### src/rtl/sopc_data_bus_pkg.sv
// Shared definitions for the SoPC data-side interconnect.
//   - bus_state_t : FSM encodings (IDLE / BUSY / DONE)
//   - default slave memory map: RAM, timer, UART, GPIO base/mask pairs
//   - BUS_ERR_DATA: read data returned on a decode miss or timeout
package sopc_data_bus_pkg;

  typedef enum logic [1:0] {
    BUS_IDLE = 2'd0,
    BUS_BUSY = 2'd1,
    BUS_DONE = 2'd2
  } bus_state_t;

  localparam logic [31:0] RAM_BASE   = 32'h0000_0000;
  localparam logic [31:0] RAM_MASK   = 32'hFFFF_0000;
  localparam logic [31:0] TIMER_BASE = 32'h1000_0000;
  localparam logic [31:0] TIMER_MASK = 32'hFFFF_0000;
  localparam logic [31:0] UART_BASE  = 32'h2000_0000;
  localparam logic [31:0] UART_MASK  = 32'hFFFF_0000;
  localparam logic [31:0] GPIO_BASE  = 32'h3000_0000;
  localparam logic [31:0] GPIO_MASK  = 32'hFFFF_0000;

  localparam logic [31:0] BUS_ERR_DATA = 32'h0;

endpackage

### src/rtl/sopc_addr_decoder.sv
// Combinational address decoder for the data-side interconnect.
// Slave i hits when (addr & mask_i) == base_i. Overlapping windows resolve
// to the lowest slave index so that hit is always one-hot (or zero).
// Ports:
//   addr  in  ADDR_W      address to decode
//   hit   out NUM_SLAVES  one-hot selected slave
//   miss  out 1           no slave window matched
module sopc_addr_decoder
  import sopc_data_bus_pkg::*;
#(
  parameter int ADDR_W     = 32,
  parameter int NUM_SLAVES = 4,
  parameter logic [NUM_SLAVES*ADDR_W-1:0] SLAVE_BASE = '0,
  parameter logic [NUM_SLAVES*ADDR_W-1:0] SLAVE_MASK = '0
) (
  input  logic [ADDR_W-1:0]     addr,
  output logic [NUM_SLAVES-1:0] hit,
  output logic                  miss
);

  logic [NUM_SLAVES-1:0] match;

  for (genvar i = 0; i < NUM_SLAVES; i++) begin : g_match
    assign match[i] = ((addr & SLAVE_MASK[i*ADDR_W +: ADDR_W]) ==
                       SLAVE_BASE[i*ADDR_W +: ADDR_W]);
  end

  // Isolate the lowest set bit: lowest index wins on overlap.
  assign hit  = match & (~match + NUM_SLAVES'(1));
  assign miss = ~|match;

endmodule

### src/rtl/sopc_data_bus.sv
// Data-side interconnect between the CPU data port and NUM_SLAVES
// memory-mapped slaves. Decodes the CPU address, runs a stb/ack handshake
// with the selected slave and stalls the CPU until the access finishes.
// Decode misses (and, optionally, timeouts) return a one-cycle bus error.
//
// Optional feature macro: SOPC_BUS_TIMEOUT_EN
//   defined   : a BUSY-cycle counter aborts an unanswered access after
//               TIMEOUT cycles with a bus error.
//   undefined : BUSY waits for an ack indefinitely.
//
// Ports:
//   clk, rst     clock, synchronous active-low reset
//   cpu_ce_i     access request          cpu_we_i   1 = write
//   cpu_addr_i   address                 cpu_sel_i  byte lanes
//   cpu_data_i   write data              cpu_data_o registered read data
//   cpu_stall_o  hold CPU pipeline       bus_err_o  one-cycle error pulse
//   s_addr_o/s_we_o/s_sel_o/s_data_o     shared registered slave request
//   s_stb_o      one-hot registered strobe
//   s_data_i     packed slave read data  s_ack_i    per-slave ack
module sopc_data_bus
  import sopc_data_bus_pkg::*;
#(
  parameter int ADDR_W     = 32,
  parameter int DATA_W     = 32,
  parameter int NUM_SLAVES = 4,
  parameter logic [NUM_SLAVES*ADDR_W-1:0] SLAVE_BASE =
    {GPIO_BASE, UART_BASE, TIMER_BASE, RAM_BASE},
  parameter logic [NUM_SLAVES*ADDR_W-1:0] SLAVE_MASK =
    {GPIO_MASK, UART_MASK, TIMER_MASK, RAM_MASK},
  parameter int TIMEOUT    = 255
) (
  input  logic                         clk,
  input  logic                         rst,
  input  logic                         cpu_ce_i,
  input  logic                         cpu_we_i,
  input  logic [ADDR_W-1:0]            cpu_addr_i,
  input  logic [DATA_W/8-1:0]          cpu_sel_i,
  input  logic [DATA_W-1:0]            cpu_data_i,
  output logic [DATA_W-1:0]            cpu_data_o,
  output logic                         cpu_stall_o,
  output logic                         bus_err_o,
  output logic [ADDR_W-1:0]            s_addr_o,
  output logic                         s_we_o,
  output logic [DATA_W/8-1:0]          s_sel_o,
  output logic [DATA_W-1:0]            s_data_o,
  output logic [NUM_SLAVES-1:0]        s_stb_o,
  input  logic [NUM_SLAVES*DATA_W-1:0] s_data_i,
  input  logic [NUM_SLAVES-1:0]        s_ack_i
);

  localparam logic [DATA_W-1:0] ERR_DATA = DATA_W'(BUS_ERR_DATA);

  if (NUM_SLAVES < 1 || NUM_SLAVES > 8 || TIMEOUT < 1) begin : g_bad_param
    $error("sopc_data_bus: NUM_SLAVES must be 1..8 and TIMEOUT >= 1");
  end

  bus_state_t            state, state_nxt;
  logic [NUM_SLAVES-1:0] dec_hit;
  logic                  dec_miss;
  logic                  ack_sel;
  logic                  expire;
  logic [DATA_W-1:0]     rd_mux;

  sopc_addr_decoder #(
    .ADDR_W     (ADDR_W),
    .NUM_SLAVES (NUM_SLAVES),
    .SLAVE_BASE (SLAVE_BASE),
    .SLAVE_MASK (SLAVE_MASK)
  ) u_addr_decoder (
    .addr (cpu_addr_i),
    .hit  (dec_hit),
    .miss (dec_miss)
  );

  // Only the strobed slave may complete the access; stb is zero outside
  // BUSY, so stray acks there are masked as well.
  assign ack_sel = |(s_ack_i & s_stb_o);

  always_comb begin
    rd_mux = '0;
    for (int i = 0; i < NUM_SLAVES; i++) begin
      if (s_stb_o[i]) rd_mux = rd_mux | s_data_i[i*DATA_W +: DATA_W];
    end
  end

`ifdef SOPC_BUS_TIMEOUT_EN
  localparam int CNT_W = $clog2(TIMEOUT + 1);
  logic [CNT_W-1:0] to_cnt;

  // Held at zero outside BUSY, so it starts from zero on every BUSY entry.
  // to_cnt == k in the (k+1)-th BUSY cycle; expiry fires in the
  // TIMEOUT-th BUSY cycle, so the count reaches TIMEOUT at the abort edge.
  always_ff @(posedge clk) begin
    if (!rst || state != BUS_BUSY) to_cnt <= '0;
    else                           to_cnt <= to_cnt + CNT_W'(1);
  end

  assign expire = (state == BUS_BUSY) && (to_cnt == CNT_W'(TIMEOUT - 1));
`else
  assign expire = 1'b0;
`endif

  always_ff @(posedge clk) begin
    if (!rst) state <= BUS_IDLE;
    else      state <= state_nxt;
  end

  always_comb begin
    state_nxt   = state;
    cpu_stall_o = 1'b0;
    case (state)
      BUS_IDLE: begin
        cpu_stall_o = cpu_ce_i;
        if (cpu_ce_i) state_nxt = dec_miss ? BUS_DONE : BUS_BUSY;
      end
      BUS_BUSY: begin
        cpu_stall_o = 1'b1;
        if (ack_sel || expire) state_nxt = BUS_DONE;
      end
      BUS_DONE: state_nxt = BUS_IDLE;
      default:  state_nxt = BUS_IDLE;
    endcase
  end

  always_ff @(posedge clk) begin
    if (!rst) begin
      cpu_data_o <= '0;
      bus_err_o  <= 1'b0;
      s_addr_o   <= '0;
      s_we_o     <= 1'b0;
      s_sel_o    <= '0;
      s_data_o   <= '0;
      s_stb_o    <= '0;
    end else begin
      case (state)
        BUS_IDLE: begin
          if (cpu_ce_i) begin
            if (dec_miss) begin
              cpu_data_o <= ERR_DATA;
              bus_err_o  <= 1'b1;
            end else begin
              s_addr_o <= cpu_addr_i;
              s_we_o   <= cpu_we_i;
              s_sel_o  <= cpu_sel_i;
              s_data_o <= cpu_data_i;
              s_stb_o  <= dec_hit;
            end
          end
        end
        BUS_BUSY: begin
          // An ack in the expiry cycle takes priority over the abort.
          if (ack_sel) begin
            if (!s_we_o) cpu_data_o <= rd_mux;
            s_stb_o <= '0;
          end else if (expire) begin
            s_stb_o    <= '0;
            cpu_data_o <= ERR_DATA;
            bus_err_o  <= 1'b1;
          end
        end
        BUS_DONE: bus_err_o <= 1'b0;
        default:  bus_err_o <= 1'b0;
      endcase
    end
  end

endmodule
### config.mk
export PLATFORM = sky130hd
export DESIGN_NAME = sopc_data_bus
export DESIGN_NICKNAME = d
export VERILOG_FILES = /design/src/rtl/sopc_data_bus_pkg.sv /design/src/rtl/sopc_addr_decoder.sv /design/src/rtl/sopc_data_bus.sv
export SDC_FILE = /design/constraint.sdc
export NUM_CORES = 1
export LEC_CHECK = 0
export ABC_CLOCK_PERIOD_IN_PS = 4800
export BUFFER_PORTS_ARGS = -buffer_cell sky130_fd_sc_hd__buf_2
export CELL_PAD_IN_SITES_DETAIL_PLACEMENT = 2
export CELL_PAD_IN_SITES_GLOBAL_PLACEMENT = 2
export CORE_ASPECT_RATIO = 1.4
export CORE_MARGIN = 2
export CORE_UTILIZATION = 25
export DETAILED_ROUTE_END_ITERATION = 10
export PLACE_DENSITY_LB_ADDON = 0.1
export SLEW_MARGIN = 20
export SYNTH_ARGS = -nofsm -noshare
export SYNTH_HDL_FRONTEND = slang
export SYNTH_SLANG_ARGS = --single-unit
export TNS_END_PERCENT = 50
### constraint.sdc
create_clock -name clk -period 4.8 [get_ports clk]
set_input_delay 1.44 -clock clk [delete_from_list [all_inputs] [get_ports clk]]
set_output_delay 1.44 -clock clk [all_outputs]
set_load 0.02 [all_outputs]
==> impl_metrics.env <==
export IMPL_status="completed"
export IMPL_critPathMaxFanout=4
export IMPL_synth_warning_count=0
export IMPL_cts_sinks=108
export IMPL_die_w_um=123
export IMPL_maxCapViolations=0
export IMPL_fillerInstances=2230
export IMPL_cts_resized=0
export IMPL_areaGrowthSynthToFinish_pct=39.8
export IMPL_p_seq_share_pct=49.9
export IMPL_min_period_ns=3.40
export IMPL_clkLatencyLatePin_ns=0.35
export IMPL_grt_pass1_vias=5806
export IMPL_final_setup_skew_ns=0.00879
export IMPL_io_pins=311
export IMPL_post_dp_hpwl_mm=15.3
export IMPL_cts_buffers=9
export IMPL_hold_path_class="reg -> reg"
export IMPL_row_count=60
export IMPL_p_per_area_nw_per_um2=260
export IMPL_p_int_mw=1.36
export IMPL_synth_edf_count=0
export IMPL_reg2reg_slack_ns=2.26
export IMPL_post_drt_wl_per_cell_um=19.0
export IMPL_layout_common_cells="309 x buf_2, 108 x dfxtp_1, 66 x a22oi_1, 57 x o21ai_0, 56 x nand3_1"
export IMPL_relSlewSlack_pct=30.9
export IMPL_grt_pass1_wl_mm=31.0
export IMPL_endpoint_kind="primary output"
export IMPL_hold_slack_ns=0.461
export IMPL_p_clk_share_pct=41.2
export IMPL_critical_path_class="in -> out"
export IMPL_cp_start_kind="input port"
export IMPL_swShare_pct=24.1
export IMPL_ys_ff_latch=108
export IMPL_die_area_um2=20900
export IMPL_final_common_cell="buf_2"
export IMPL_period_share_pct=70.9
export IMPL_num_antenna_cells=0
export IMPL_num_vias=5403
export IMPL_routed_wl_mm=20.5
export IMPL_cts_max_level=3
export IMPL_port_buffers=310
export IMPL_cts_setup_buffers=0
export IMPL_finalInstanceArea_um2=6920
export IMPL_grt_max_degree=112
export IMPL_synth_top_flop_cell="dfxtp_1"
export IMPL_dpl_instance_area_um2=6610
export IMPL_die_h_um=170
export IMPL_synth_area_per_cell_um2=9.01
export IMPL_route_detailed_drc=0
export IMPL_crit_end="cpu_stall_o"
export IMPL_core_area_um2=19300
export IMPL_final_nets=1026
export IMPL_drtAntennaViolNets=0
export IMPL_hold_viol_final=0
export IMPL_r2r_cells=4
export IMPL_critPathLaunch="cpu_ce_i"
export IMPL_syn_cell_area_um2=4950
export IMPL_drt_initial_drc_count=120
export IMPL_syn_num_nets=753
export IMPL_hold_buffers=0
export IMPL_track_usage_pct=19.0
export IMPL_slew_violations=0
export IMPL_antenna_found_initial=1
export IMPL_r2r_start="s_stb_o[2]"
export IMPL_fmax_mhz=294
export IMPL_via_per_inst=5.03
export IMPL_drive_gt1_share_pct=41.8
export IMPL_start_util_pct=25.6
export IMPL_required_ns=3.36
export IMPL_cts_clk_slew_worst_paths_ns=0.07
export IMPL_fin_setup_tns_ns=0
export IMPL_setup_viol=0
export IMPL_drtPass1Iterations=6
export IMPL_yosysUniqueCellTypes=32
export IMPL_globalRouteOverflowTotal=0
export IMPL_p_comb_share_pct=8.8
export IMPL_ys_seq_area_share_pct=43.7
export IMPL_peakVddDrop_v=0.000169
export IMPL_tightest_slew_ns=1.04
export IMPL_net_switching_power_mw=0.434
export IMPL_syn_inst=549
export IMPL_clockBufferDepth=2
export IMPL_async_flop_share_pct=0
export IMPL_place_gp_congestion=0.725
export IMPL_crit_arrival_ns=1.96
export IMPL_r2r_end="s_stb_o[1]"
export IMPL_cts_tree="yes"
export IMPL_root_buffer="clkbuf_16"
export IMPL_rsz0062_at_grt="no"
export IMPL_power_leakage_nw=3.05
## synthesized netlist by cell type, drive strengths merged (2+ instances only)
cell / count / area [um^2]
a21boi: 57 / 428
a21o: 32 / 240
a22oi: 66 / 495
a31oi: 2 / 12.5
and3: 14 / 87.6
buf: 13 / 118
clkbuf: 47 / 176
dfxtp: 108 / 2160
inv: 2 / 7.51
mux2i: 32 / 320
nand2: 42 / 158
nand3: 56 / 280
nand4: 3 / 25.0
nor2: 2 / 7.51
nor3b: 3 / 22.5
nor4: 3 / 37.5
o21ai: 57 / 285
o22ai: 2 / 12.5
## per-layer routing
layer	up-vias	track usage (%)	routed length, um
met5	-	0	12
met4	2	4.85	316
met3	20	6.07	1770
met2	207	35.2	10600
met1	2612	20.5	7780
li1	2562	-	-
## cell type report
| type | count | area (um^2) | area share [%] |
|---|---|---|---|
| Clock buffer | 11 | 253 | 3.65 |
| Clock inverter | 5 | 42.5 | 0.615 |
| Inverter | 2 | 7.51 | 0.109 |
| Multi-Input combinational cell | 379 | 2490 | 36.0 |
| Sequential cell | 108 | 2160 | 31.3 |
| Tap cell | 248 | 310 | 4.49 |
| Timing Repair Buffer | 322 | 1650 | 23.8 |
## sequential cells by signal (all words and copies together) (netlist names)
name / flops
s_stb_o: 4
state: 2
s_addr_o: 32
cpu_data_o: 32
s_we_o: 1
s_data_o: 32
s_sel_o: 4
bus_err_o: 1
## kinds of logic (layout without fill, tap and decap cells)
group	after synthesis	after routing	synth area share [%]
flip-flops	108	108	43.7
buffers and inverters	62	340	6.10
AND/OR/NAND/NOR	127	127	13.1
multiplexers	32	32	6.47
AO/OA/AOI/OAI	220	220	30.7
## critical path, cell delays in order
cell and delay [ns]:
buf_2 0.12, o21bai_1 0.17, inv_1 0.06, buf_2 0.17
## power by group through the flow
stage | Combinational (mW) | Sequential [mW] | Clock, mW
final | 0.159 | 0.897 | 0.741
after global routing | 0.174 | 0.897 | 0.811
after CTS | 0.160 | 0.897 | 0.774
after detailed placement | 0.160 | 0.918 | 0
after global placement | 0.156 | 0.918 | 0
after floorplan | 0.0593 | 0.919 | 0
## worst min path at each step
stage	cells after the start	start	endpoint	slack (ns)
after CTS	2	cpu_data_o[14]	cpu_data_o[14]	0.47
after detailed placement	2	cpu_data_o[27]	cpu_data_o[27]	0.46
final	2	cpu_data_o[27]	cpu_data_o[27]	0.46
after floorplan	1	state[1]	bus_err_o	0.47
after global placement	2	cpu_data_o[27]	cpu_data_o[27]	0.44
after global routing	2	cpu_data_o[20]	cpu_data_o[20]	0.49
## through the flow
step	instances	util [%]	setup slack, ns	power (mW)
global route	1075	35.8	1.35	1.88
CTS	1074	35.8	1.39	1.83
finish	1075	35.8	1.40	1.80
floorplan	549	-	1.66	0.978
detailed placement	1058	34.2	1.36	1.08
global placement	1058	34.2	1.39	1.07
No activity file was read; power rests on OpenSTA's default activity.
